## src/rtl/bpsk_carrier_mod.sv

```systemverilog
// BPSK carrier synthesiser: NCO phase accumulator, sine ROM, ramped envelope, 3-stage sample pipeline.
// Define BPSK_IQ_OUT_EN to add the quadrature (cosine) output port sample_q.
module bpsk_carrier_mod #(
  parameter int PHASE_WIDTH = 32,
  parameter int LUT_ADDR_WIDTH = 8,
  parameter int SAMPLE_WIDTH = 16,
  parameter int RAMP_LEN_LOG2 = 6,
  parameter logic [PHASE_WIDTH-1:0] FCW_RESET = 32'h0400_0000
) (
  input  logic                    clk,
  input  logic                    nrst,
  input  logic                    gen_en,
  input  logic                    phase_ctrl,
  input  logic [PHASE_WIDTH-1:0]  fcw,
  input  logic                    fcw_load,
  input  logic [15:0]             amp,
  output logic [SAMPLE_WIDTH-1:0] sample_out,
  output logic                    sample_valid,
  output logic                    busy,
  output logic [15:0]             flip_cnt
`ifdef BPSK_IQ_OUT_EN
  ,
  output logic [SAMPLE_WIDTH-1:0] sample_q
`endif
);

  localparam int LUT_DEPTH = 1 << LUT_ADDR_WIDTH;
  localparam int EW = RAMP_LEN_LOG2 + 1;
  localparam int GW = 16 + EW;
  localparam logic [EW-1:0] ENV_MAX = {1'b1, {RAMP_LEN_LOG2{1'b0}}};
  localparam logic [EW-1:0] ENV_TOP = {1'b0, {RAMP_LEN_LOG2{1'b1}}};
  localparam logic [EW-1:0] ENV_ONE = EW'(1);
  localparam logic [LUT_ADDR_WIDTH-1:0] HALF_TURN = {1'b1, {(LUT_ADDR_WIDTH-1){1'b0}}};

  typedef enum logic [1:0] {IDLE, RAMP_UP, ACTIVE, RAMP_DOWN} state_t;

  state_t                   state_q;
  logic [PHASE_WIDTH-1:0]   acc_q;
  logic [PHASE_WIDTH-1:0]   fcw_q;
  logic [EW-1:0]            env_q;
  logic                     busy_q;
  logic                     pc_q;
  logic                     pc_prev_q;
  logic [15:0]              flip_cnt_q;

  logic [LUT_ADDR_WIDTH-1:0] addr_d;
  logic [LUT_ADDR_WIDTH-1:0] addr_q;
  logic [GW-1:0]             gain_full_d;
  logic [15:0]               gain1_q;
  logic [15:0]               gain2_q;
  logic signed [15:0]        lut_q;
  logic signed [32:0]        prod_d;
  logic [2:0]                valid_q;
  logic [SAMPLE_WIDTH-1:0]   sample_out_q;

  // Full-wave sine ROM, round(32767*sin(2*pi*k/N)), built at elaboration.
  logic signed [15:0] lut_rom [LUT_DEPTH];
  for (genvar gi = 0; gi < LUT_DEPTH; gi++) begin : g_lut
    localparam real ANGLE = 2.0 * 3.14159265358979323846 * $itor(gi) / $itor(LUT_DEPTH);
    localparam real VALUE = 32767.0 * $sin(ANGLE);
    localparam int ROUNDED = (VALUE >= 0.0) ? $rtoi(VALUE + 0.5) : -$rtoi(0.5 - VALUE);
    assign lut_rom[gi] = 16'(ROUNDED);
  end

  always_ff @(posedge clk) begin
    if (!nrst) begin
      state_q    <= IDLE;
      acc_q      <= '0;
      fcw_q      <= FCW_RESET;
      env_q      <= '0;
      busy_q     <= 1'b0;
      pc_q       <= 1'b0;
      pc_prev_q  <= 1'b0;
      flip_cnt_q <= '0;
    end else begin
      pc_q      <= phase_ctrl;
      pc_prev_q <= pc_q;
      if (state_q == ACTIVE && pc_q != pc_prev_q) flip_cnt_q <= flip_cnt_q + 16'd1;
      case (state_q)
        IDLE: begin
          acc_q <= '0;
          if (fcw_load) fcw_q <= fcw;
          if (gen_en) begin
            state_q <= RAMP_UP;
            env_q   <= ENV_ONE;
            busy_q  <= 1'b1;
          end
        end
        RAMP_UP: begin
          acc_q <= acc_q + fcw_q;
          if (!gen_en) begin
            state_q <= RAMP_DOWN;
          end else begin
            env_q <= env_q + ENV_ONE;
            if (env_q == ENV_TOP) state_q <= ACTIVE;
          end
        end
        ACTIVE: begin
          acc_q <= acc_q + fcw_q;
          if (!gen_en) state_q <= RAMP_DOWN;
        end
        RAMP_DOWN: begin
          if (gen_en) begin
            // A reversal straight out of ACTIVE leaves env at max, so resume ACTIVE directly.
            acc_q   <= acc_q + fcw_q;
            state_q <= (env_q == ENV_MAX) ? ACTIVE : RAMP_UP;
          end else if (env_q <= ENV_ONE) begin
            state_q <= IDLE;
            acc_q   <= '0;
            env_q   <= '0;
            busy_q  <= 1'b0;
          end else begin
            acc_q <= acc_q + fcw_q;
            env_q <= env_q - ENV_ONE;
          end
        end
        default: state_q <= IDLE;
      endcase
    end
  end

  always_comb begin
    addr_d      = acc_q[PHASE_WIDTH-1 -: LUT_ADDR_WIDTH] + (pc_q ? HALF_TURN : '0);
    gain_full_d = {{EW{1'b0}}, amp} * {{16{1'b0}}, env_q};
    prod_d      = $signed({{17{lut_q[15]}}, lut_q}) * $signed({17'd0, gain2_q});
  end

  always_ff @(posedge clk) begin
    if (!nrst) begin
      addr_q       <= '0;
      gain1_q      <= '0;
      lut_q        <= '0;
      gain2_q      <= '0;
      valid_q      <= '0;
      sample_out_q <= '0;
    end else begin
      addr_q       <= addr_d;
      gain1_q      <= 16'(gain_full_d >> RAMP_LEN_LOG2);
      lut_q        <= lut_rom[addr_q];
      gain2_q      <= gain1_q;
      valid_q      <= {valid_q[1:0], busy_q};
      sample_out_q <= valid_q[1] ? SAMPLE_WIDTH'(prod_d >>> 16) : '0;
    end
  end

`ifdef BPSK_IQ_OUT_EN
  localparam logic [LUT_ADDR_WIDTH-1:0] QUARTER_TURN = {2'b01, {(LUT_ADDR_WIDTH-2){1'b0}}};

  logic [LUT_ADDR_WIDTH-1:0] addr_c_q;
  logic signed [15:0]        lut_c_q;
  logic signed [32:0]        prod_c_d;
  logic [SAMPLE_WIDTH-1:0]   sample_q_q;

  always_comb begin
    prod_c_d = $signed({{17{lut_c_q[15]}}, lut_c_q}) * $signed({17'd0, gain2_q});
  end

  always_ff @(posedge clk) begin
    if (!nrst) begin
      addr_c_q   <= '0;
      lut_c_q    <= '0;
      sample_q_q <= '0;
    end else begin
      addr_c_q   <= addr_d + QUARTER_TURN;
      lut_c_q    <= lut_rom[addr_c_q];
      sample_q_q <= valid_q[1] ? SAMPLE_WIDTH'(prod_c_d >>> 16) : '0;
    end
  end

  assign sample_q = sample_q_q;
`endif

  assign sample_out   = sample_out_q;
  assign sample_valid = valid_q[2];
  assign busy         = busy_q;
  assign flip_cnt     = flip_cnt_q;

endmodule

```

## config.mk

```make
export PLATFORM = sky130hd
export DESIGN_NAME = bpsk_carrier_mod
export DESIGN_NICKNAME = d
export VERILOG_FILES = /design/src/rtl/bpsk_carrier_mod.sv
export SDC_FILE = /design/constraint.sdc
export NUM_CORES = 1
export LEC_CHECK = 0
export ABC_CLOCK_PERIOD_IN_PS = 8300
export CORE_MARGIN = 4
export CORE_UTILIZATION = 30
export CTS_CLUSTER_SIZE = 30
export DETAILED_ROUTE_END_ITERATION = 6
export PLACE_DENSITY = 0.46
export REMOVE_ABC_BUFFERS = 1
export SETUP_SLACK_MARGIN = 0.2
export SLEW_MARGIN = 15
export SYNTH_ARGS = -nofsm -noshare
export SYNTH_HDL_FRONTEND = slang
export SYNTH_SLANG_ARGS = --single-unit
export TNS_END_PERCENT = 20
```

## constraint.sdc

```tcl
create_clock -name clk -period 8.3 [get_ports clk]
set_clock_uncertainty 0.1 [all_clocks]
set_input_delay 0.83 -clock clk [delete_from_list [all_inputs] [get_ports clk]]
set_output_delay 0.83 -clock clk [all_outputs]
set_load 0.005 [all_outputs]
```

==> impl_metrics.tcl, run 1 <==
set metrics [dict create \
    status "completed" \
    chipWidth_um 281.5 \
    cts-root-buf "clkbuf_16" \
    drc 0 \
    cts.clk_slew.worst_paths_ns 0.07 \
    setup_violations 0 \
    layout-drive-gt1-share 0.03620 \
    die_area_sq_um 79240 \
    p_leak_nw 11.03 \
    maxCapViolCount 0 \
    grt_start_max_net_pins 80 \
    max_freq_mhz 153.9 \
    fillers 7921 \
    cp_cell_sequence "nand2_1 > fa_1 > fa_1 > fa_1 > fa_1 > inv_1 > fa_1 > inv_1 > fa_1 > inv_1 > ha_1 > nand2_1 > or3_1 > o221ai_1 > o211ai_1 > a21oi_1 > nand3_1 > a21o_1 > a21oi_1" \
    cts_setup_buffers 0 \
    power_mw 2.392 \
    io_buffers 86 \
    rsz0062_at_grt "false" \
    max_slew_margin 0.3411 \
    synth_area_sq_um 22440 \
    grt_use_total 0.1846 \
    via_per_inst 5.223 \
    worstPathArrival_ns 6.79 \
    grt-ovfl-total 0 \
    vias 19630 \
    ys_ff_latch 167 \
    vdd_drop_max_mv 0.1331 \
    whs_ns 0.3322 \
    numCtsBuffers 17 \
    grt_antenna_before_repair 0 \
    cts_max_path_buffers 2 \
    yosysWarnings 0 \
    cts_hold_buf 0 \
    dp_slack_ns 1.780 \
    cts.sinks 167 \
    htreeDepth 4 \
    p_switching_uw 894.4 \
    endpoint_kind "flop" \
    cp_slowest_stage_delay_ns 0.76 \
    synth_area_per_cell_sq_um 7.989 \
    clk_latency_ns 0.48 \
    power_density_nw_per_um2 96.91 \
    pwr-share-comb 0.271 \
    drt_first_pass_iters 5 \
    antenna_cells 0 \
    synth-async-reset-ratio 0 \
    final_net_count 3304 \
    placed_area_sq_um 24070 \
    pwr-share-clk 0.339 \
    cp_top_family "adder cells" \
    pwr-share-seq 0.390 \
    area_growth_pct 10.01 \
    wl_per_cell_um 19.17 \
    utilization 0.3322 \
    dpl.hpwl_mm 54.68 \
    cp_slowest_cell "dfxtp_1" \
    internal_power_mw 1.498 \
    fp.coreArea_sq_um 74320 \
    cp.buffers_inverters 3 \
    initial_core_util 0.3019 \
    final_cells 3759 \
    crit_type "flop to flop" \
    grt_pass1_wl_mm 115.5 \
    hold_violations 0 \
    worst_pin_slew_ns 0.9884 \
    ant_nets 0 \
    stdcell_area_sq_um 24690 \
    path_max_fanout 16 \
    required_ns 8.59 \
    synth_cell_types 82 \
    ys.flop_type "dfxtp_1" \
    syn_inst 2809 \
    finalCritPeriodShare 0.7830 \
    min_period_ns 6.499 \
    grt_pass1_vias 20740 \
    cts_resized 0 \
    gp_congestion 0.9566 \
    placed_cells 3727 \
    slew_violations 0 \
    yosysSeqAreaShare 0.1490 \
    synth_edf_count 0 \
    rows 100 \
    setup_slack_ns 1.801 \
    die_h_um 281.5 \
    start_kind "flop" \
    switching_share 0.3739 \
    min_path_type "flop to flop" \
    tritoncts "built" \
    drt-total-wl_mm 72.07 \
    first_iter_violations 1563 \
    setup_tns_ns 0 \
    path_common_cell "fa_1" \
    io_pins 87 \
]
registers in the layout (all words and copies together) (netlist names), 2 cells and up:
register and count:
sample_out 16, addr_q 8, gain2_q 16, fcw_q 32, flip_cnt 16, lut_q 16
env_q 7, valid_q 3, gain1_q 16, state_q 2, acc_q 32
power by group through the flow:
| stage | clock network (mW) | logic (mW) | registers (mW) |
|---|---|---|---|
| floorplan | 0 | 0.418 | 0.932 |
| global placement | 0 | 0.642 | 0.949 |
| detailed placement | 0 | 0.646 | 0.951 |
| CTS | 0.849 | 0.649 | 0.933 |
| global route | 0.878 | 0.730 | 0.943 |
| finish | 0.811 | 0.649 | 0.932 |
cell usage after synthesis, types with 34 or more instances:
cell      count  area share
a211oi_1     34       0.011
inv_1       329       0.055
dfxtp_1     167        0.15
buf_2        38      0.0085
nand3_1      57       0.013
nor2_1      186       0.031
fa_1        261        0.23
clkbuf_1    114       0.019
o21ai_0     111       0.025
nand2_1     436       0.073
a21oi_1     178       0.040
nor3_1       38      0.0085
xnor2_1      39       0.015
and2_1      177       0.049
ha_1        213        0.12
nand2b_1     35      0.0098
final timing paths:
kind | start | end | slack (ns) | depth (start not counted)
worst max-delay path | gain2_q[9]$_SDFF_PN0_ | sample_out[15]$_SDFF_PN0_ | 1.80 | 19
worst min-delay path | gain1_q[13]$_SDFF_PN0_ | gain2_q[13]$_SDFF_PN0_ | 0.33 | 1
worst max register to register | gain2_q[9]$_SDFF_PN0_ | sample_out[15]$_SDFF_PN0_ | 1.80 | 19
worst min register to register | gain1_q[13]$_SDFF_PN0_ | gain2_q[13]$_SDFF_PN0_ | 0.33 | 1
per-layer routing:
metal	vias up	wire length, um	part of all wire	GRT usage
li1	9221	-	-	-
met1	9683	31890	0.44	0.2422
met2	601	33850	0.47	0.3063
met3	128	3672	0.051	0.02683
met4	0	2651	0.037	0.07563
met5	-	0	0	0
worst register-to-register path, cell delays in order, from the launching register on:
cell and delay (ns):
dfxtp_1 0.76, nand2_1 0.18, fa_1 0.52, fa_1 0.58
fa_1 0.45, fa_1 0.54, inv_1 0.05, fa_1 0.47
inv_1 0.05, fa_1 0.47, inv_1 0.04, ha_1 0.28
nand2_1 0.06, or3_1 0.33, o221ai_1 0.48, o211ai_1 0.31
a21oi_1 0.33, nand3_1 0.14, a21o_1 0.17, a21oi_1 0.11
layout by cell type, fill, tap and decap left out, drive strengths merged, types with 10 or more instances in the layout:
cell,netlist,final
a21o,27,27
nor3,39,39
o21ai,115,115
xnor2,39,39
a21oi,179,179
a31oi,26,26
nand3,57,57
nor2b,19,19
o21a,13,13
nand2,436,436
fa,261,261
clkinv,1,11
nor2,186,186
and2,177,177
a311oi,10,10
clkdlybuf4s50,0,85
buf,54,32
clkbuf,114,17
dfxtp,167,167
inv,331,336
o211ai,34,34
nand2b,35,35
and3,14,14
a211oi,36,36
or3,11,11
xor2,33,33
ha,213,213
o311ai,17,17
kinds of logic (layout without fill, tap and decap cells):
kind of cell	count (synthesis)	count (layout)	synth area share
AO/OA/AOI/OAI	575	575	0.1694
XOR/XNOR	72	72	0.02810
adder cells (fa/ha/maj)	474	474	0.3516
buffers and inverters	500	481	0.08575
flip-flops	167	167	0.1490
multiplexers	9	9	0.006301
AND/OR/NAND/NOR	1012	1012	0.2099
final cells by class:
| cell class | count | area [sq um] | area share |
|---|---|---|---|
| repair buffers | 117 | 1089 | 0.04410 |
| well taps | 969 | 1212 | 0.04911 |
| flip-flops and latches | 167 | 3353 | 0.1358 |
| inverters | 332 | 1246 | 0.05048 |
| clock inverters | 15 | 187.7 | 0.007603 |
| clock buffers | 17 | 425.4 | 0.01723 |
| multi-input cells | 2142 | 17170 | 0.6956 |
Note: power is estimated with default switching activity, not from simulation.
==> run 2: changes to the inputs <==
- ABC_CLOCK_PERIOD_IN_PS: 8300 -> 6500
- clock period: 8.3 -> 6.5 ns (I/O delays scaled with it)
==> run 2 against run 1 <==
Combinational power is 31% higher. Hold slack better by 0.0054 ns. Routed wire length is 1.5% higher. Global-route usage is 0.25 points higher. Power is 29% higher. Final area is 1.2% higher. Non-clock buffer count is 35 higher. Via count is 1.8% higher. Register-to-register slack worse by 1.2 ns. Utilization is 0.41 points higher. Sequential cell count stayed put. Critical path type unchanged. Largest power group unchanged.
==> impl_metrics.tcl, run 2 (synthesized netlist as in run 1, its figures left out) <==
set metrics [dict create \
    power_density_nw_per_um2 123.2 \
    grt_pass1_vias 20930 \
    numCtsBuffers 17 \
    status "completed" \
    worstHoldStart "gain1_q[15]$_SDFF_PN0_" \
    io_buffers 86 \
    dpl.hpwl_mm 55.31 \
    hold_depth 1 \
    r2r-end "sample_out[2]$_SDFF_PN0_" \
    fp.coreArea_sq_um 74320 \
    area_growth_pct 11.35 \
    setup_violations 0 \
    via_per_inst 5.270 \
    grt_pass1_wl_mm 117.6 \
    worstReg2RegStart "gain2_q[5]$_SDFF_PN0_" \
    final_cells 3794 \
    hold_violations 0 \
    rr_worst_depth 22 \
    p_leak_nw 11.22 \
    max_slew_margin 0.2922 \
    maxCapViolCount 0 \
    slew_violations 0 \
    layout_commonest_cell "nand2_1" \
    final_net_count 3339 \
    hold_path_end "gain2_q[15]$_SDFF_PN0_" \
    cts-root-buf "clkbuf_16" \
    placed_cells 3761 \
    rsz0062_at_grt "false" \
    r2r_slack_ns 0.58 \
    chipWidth_um 281.5 \
    power_mw 3.079 \
    crit_type "flop to flop" \
    vdd_drop_max_mv 0.1706 \
    final_cell_mix "nand2_1, inv_1, fa_1" \
    drt_first_pass_iters 5 \
    wl_per_cell_um 19.27 \
    ant_nets 0 \
    cts.sinks 167 \
    drc 0 \
    die_area_sq_um 79240 \
    clk_latency_ns 0.48 \
    grt_start_max_net_pins 82 \
    antenna_cells 0 \
    top_regs "acc_q x32, fcw_q x32" \
    finalCritPeriodShare 0.9104 \
    crit_start "gain2_q[5]$_SDFF_PN0_" \
    worst_pin_slew_ns 1.058 \
    layout-drive-gt1-share 0.05770 \
    endpoint_kind "flop" \
    cts_max_path_buffers 2 \
    initial_core_util 0.3019 \
    min_path_type "flop to flop" \
    htreeDepth 4 \
    path_max_fanout 12 \
    gp_congestion 0.9580 \
    grt_antenna_before_repair 0 \
    min_period_ns 5.917 \
    drt-total-wl_mm 73.12 \
    max_freq_mhz 169.0 \
    grt_use_total 0.1871 \
    rows 100 \
    grt-ovfl-total 0 \
    worstPathArrival_ns 6.16 \
    first_iter_violations 1550 \
    io_pins 87 \
    vias 19990 \
    tritoncts "built" \
    required_ns 6.75 \
    setup_tns_ns 0 \
    die_h_um 281.5 \
    start_kind "flop" \
    cts.clk_slew.worst_paths_ns 0.07 \
]
run 2: cell count changes in the layout (fill, tap and decap cells not counted), sizes merged:
cell	change
buf	+35
clkbuf	+1
clkinv	-5
clkinvlp	+1
inv	+3
run 2: repair_timing:
action	in CTS	in global routing
buffers inserted	0	1
gates resized for setup	4	28
setup endpoints to repair	5	11
hold buffers	0	0
pin swaps	0	6
run 2: layout make-up:
cell class              instances  area [sq um]
multi-input cells            2142         17200
clock inverters                14         158.9
fillers                      8007         49330
well taps                     969          1212
flip-flops and latches        167          3391
clock buffers                  18         429.2
repair buffers                152          1351
inverters                     332          1246
run 2: how the worst max path moves through the flow:
stage	endpoint	slack, ns
detailed placement	sample_out[11]$_SDFF_PN0_	0.11
global route	sample_out[15]$_SDFF_PN0_	0.30
CTS	sample_out[11]$_SDFF_PN0_	0.20
global placement	sample_out[11]$_SDFF_PN0_	0.19
floorplan	lut_q[11]$_SDFF_PN0_	0.43
finish	sample_out[2]$_SDFF_PN0_	0.58
run 2: per-stage QoR:
stage	hold slack (ns)	cell area [sq um]	util	worst slack, ns
finish	0.3376	24990	0.3362	0.5826
global route	0.3476	24990	0.3362	0.3029
CTS	0.3417	24920	0.3353	0.2047
detailed placement	0.3234	24330	0.3273	0.1118
global placement	0.3231	24330	0.3273	0.1888
floorplan	0.3118	21760	-	0.4260
run 2: where the power goes:
group          total [mW]  internal (mW)  switching, mW
clock network        1.03          0.515          0.520
registers            1.19           1.09          0.105
logic               0.851          0.318          0.533
run 2: critical path, cell delays in order, from the launching register on:
cell and delay, ns:
dfxtp_2 0.41, buf_4 0.18, and2_1 0.15, fa_1 0.53, inv_1 0.05, fa_1 0.39
fa_1 0.46, fa_1 0.49, inv_1 0.05, fa_1 0.52, inv_1 0.05, fa_1 0.48
inv_1 0.04, ha_1 0.28, nand2_1 0.07, or3_1 0.34, o221ai_1 0.20, buf_4 0.18
and3_1 0.19, o221ai_2 0.17, o21ai_0 0.26, xnor2_1 0.15, nor2_1 0.05
run 2: routing by layer:
layer	global-route usage	vias to the layer above	wire, um
li1	-	9297	-
met1	0.2498	9881	32930
met2	0.3100	674	33850
met3	0.02310	141	3675
met4	0.07330	0	2668
met5	0	-	0
==> run 3: changes to the inputs <==
- ABC_CLOCK_PERIOD_IN_PS: 6500 -> 7240
- clock period: 6.5 -> 7.24 ns (I/O delays scaled with it)
==> run 3 against run 2 <==
The flow now finishes with violations (DRC). Count of clock-buffer cells in the layout is 1 lower. Hold slack barely moved. Critical path depth decreased by 3. Worst setup slack better by 0.037 ns. Sequential share of layout area about the same. Global-route usage fell by 0.23 points. Largest power group unchanged.
==> impl_metrics.tcl, run 3 (synthesized netlist as in run 1, its figures left out) <==
set metrics [dict create \
    layout-drive-gt1-share 0.03586 \
    r2r_slack_ns 0.62 \
    fillers 7979 \
    die_area_sq_um 79240 \
    initial_core_util 0.3019 \
    cts_resized 0 \
    final_net_count 3303 \
    setup_violations 0 \
    start_kind "flop" \
    chipWidth_um 281.5 \
    grt_start_max_net_pins 82 \
    finalCritPeriodShare 0.9144 \
    worstReg2RegStart "gain2_q[9]$_SDFF_PN0_" \
    power_density_nw_per_um2 112.5 \
    ant_nets 0 \
    power_mw 2.775 \
    utilization 0.3319 \
    gp_congestion 0.9713 \
    p_leak_nw 11.03 \
    grt_pass1_wl_mm 116.4 \
    vias 19730 \
    hold_depth 1 \
    rr_worst_depth 19 \
    worst_pin_slew_ns 1.234 \
    cts.clk_slew.worst_paths_ns 0.07 \
    worstPathArrival_ns 6.91 \
    worstHoldStart "gain1_q[15]$_SDFF_PN0_" \
    placed_cells 3726 \
    grt_use_total 0.1848 \
    rsz0062_at_grt "false" \
    via_per_inst 5.251 \
    grt-ovfl-total 0 \
    cts-root-buf "clkbuf_16" \
    clk_latency_ns 0.49 \
    min_path_type "flop to flop" \
    hold_path_end "gain2_q[15]$_SDFF_PN0_" \
    grt_antenna_before_repair 1 \
    io_pins 87 \
    required_ns 7.53 \
    maxCapViolCount 0 \
    violations "DRC" \
    drt-total-wl_mm 72.19 \
    wl_per_cell_um 19.21 \
    numCtsBuffers 17 \
    grt_pass1_vias 20710 \
    die_h_um 281.5 \
    drc 12 \
    htreeDepth 4 \
    io_buffers 86 \
    multiInputGateArea_sq_um 17170 \
    seqCellArea_sq_um 3353 \
    antenna_cells 0 \
    final_cell_mix "nand2_1, inv_1, fa_1" \
    drt_first_pass_iters 7 \
    r2r-end "sample_out[15]$_SDFF_PN0_" \
    fp.coreArea_sq_um 74320 \
    first_iter_violations 1560 \
    max_slew_margin 0.1745 \
    final_cells 3758 \
    layout_commonest_cell "nand2_1" \
    dpl.hpwl_mm 54.86 \
    tritoncts "built" \
    min_period_ns 6.620 \
    top_regs "acc_q x32, fcw_q x32" \
    endpoint_kind "flop" \
    setup_tns_ns 0 \
    cts_setup_buffers 0 \
    cts_max_path_buffers 2 \
    vdd_drop_max_mv 0.1612 \
    status "complete, but fails checks" \
    cts_hold_buf 0 \
    rows 100 \
    max_freq_mhz 151.1 \
    cts.sinks 167 \
    path_max_fanout 16 \
    crit_type "flop to flop" \
    slew_violations 0 \
    area_growth_pct 9.936 \
    hold_violations 0 \
]
[run 3: cell types whose count changed in the layout (fill, tap and decap cells not counted), sizes merged]
cell	before	now
clkinv	6	4
bufinv	0	1
clkbuf	18	17
clkinvlp	1	0
inv	339	342
buf	67	31
[run 3: how the worst max path moves through the flow]
| stage | slack (ns) | from | end |
|---|---|---|---|
| finish | 0.62 | gain2_q[9]$_SDFF_PN0_ | sample_out[15]$_SDFF_PN0_ |
| global route | 0.29 | gain2_q[9]$_SDFF_PN0_ | sample_out[15]$_SDFF_PN0_ |
| CTS | 0.62 | gain2_q[9]$_SDFF_PN0_ | sample_out[15]$_SDFF_PN0_ |
| detailed placement | 0.65 | gain2_q[9]$_SDFF_PN0_ | sample_out[15]$_SDFF_PN0_ |
| global placement | 0.78 | gain2_q[9]$_SDFF_PN0_ | sample_out[15]$_SDFF_PN0_ |
| floorplan | 1.17 | addr_q[2]$_SDFF_PN0_ | lut_q[11]$_SDFF_PN0_ |
[run 3: layout make-up]
type,instances,area share
multi-input cells,2142,0.6961
flip-flops and latches,167,0.1359
inverters,332,0.05052
well taps,969,0.04915
repair buffers,116,0.04382
clock buffers,17,0.01724
clock inverters,15,0.007253
[run 3: power by group]
part	switching [mW]	internal, mW	total, mW
clock	0.463	0.497	0.959
combinational	0.458	0.275	0.733
sequential	0.107	0.976	1.08
[run 3: per-stage QoR]
step,setup slack (ns),hold WS [ns],cell area (sq um)
finish,0.6198,0.3374,24670
CTS,0.6174,0.3419,24670
global placement,0.7821,0.3197,24070
detailed placement,0.6478,0.3257,24070
global route,0.2898,0.3489,24670
floorplan,1.166,0.3118,21760
[run 3: routing by layer]
layer  wire length [um]  GRT usage  share of wire
met1              32210     0.2437           0.45
met2              33800     0.3104           0.47
met3               3815    0.02790          0.053
met4               2358    0.06348          0.033
met5                 11          0        0.00015
[run 3: worst max-delay path: stages (launching register included)]
cell and delay [ns]:
dfxtp_1 0.76, nand2_1 0.16, fa_1 0.54, fa_1 0.57
fa_1 0.45, fa_1 0.54, inv_1 0.05, fa_1 0.47
inv_1 0.05, fa_1 0.48, inv_1 0.04, ha_1 0.28
nand2_1 0.07, or3_1 0.34, o221ai_1 0.53, o211ai_1 0.32
a21oi_1 0.32, nand3_1 0.14, a21o_1 0.17, a21oi_1 0.13
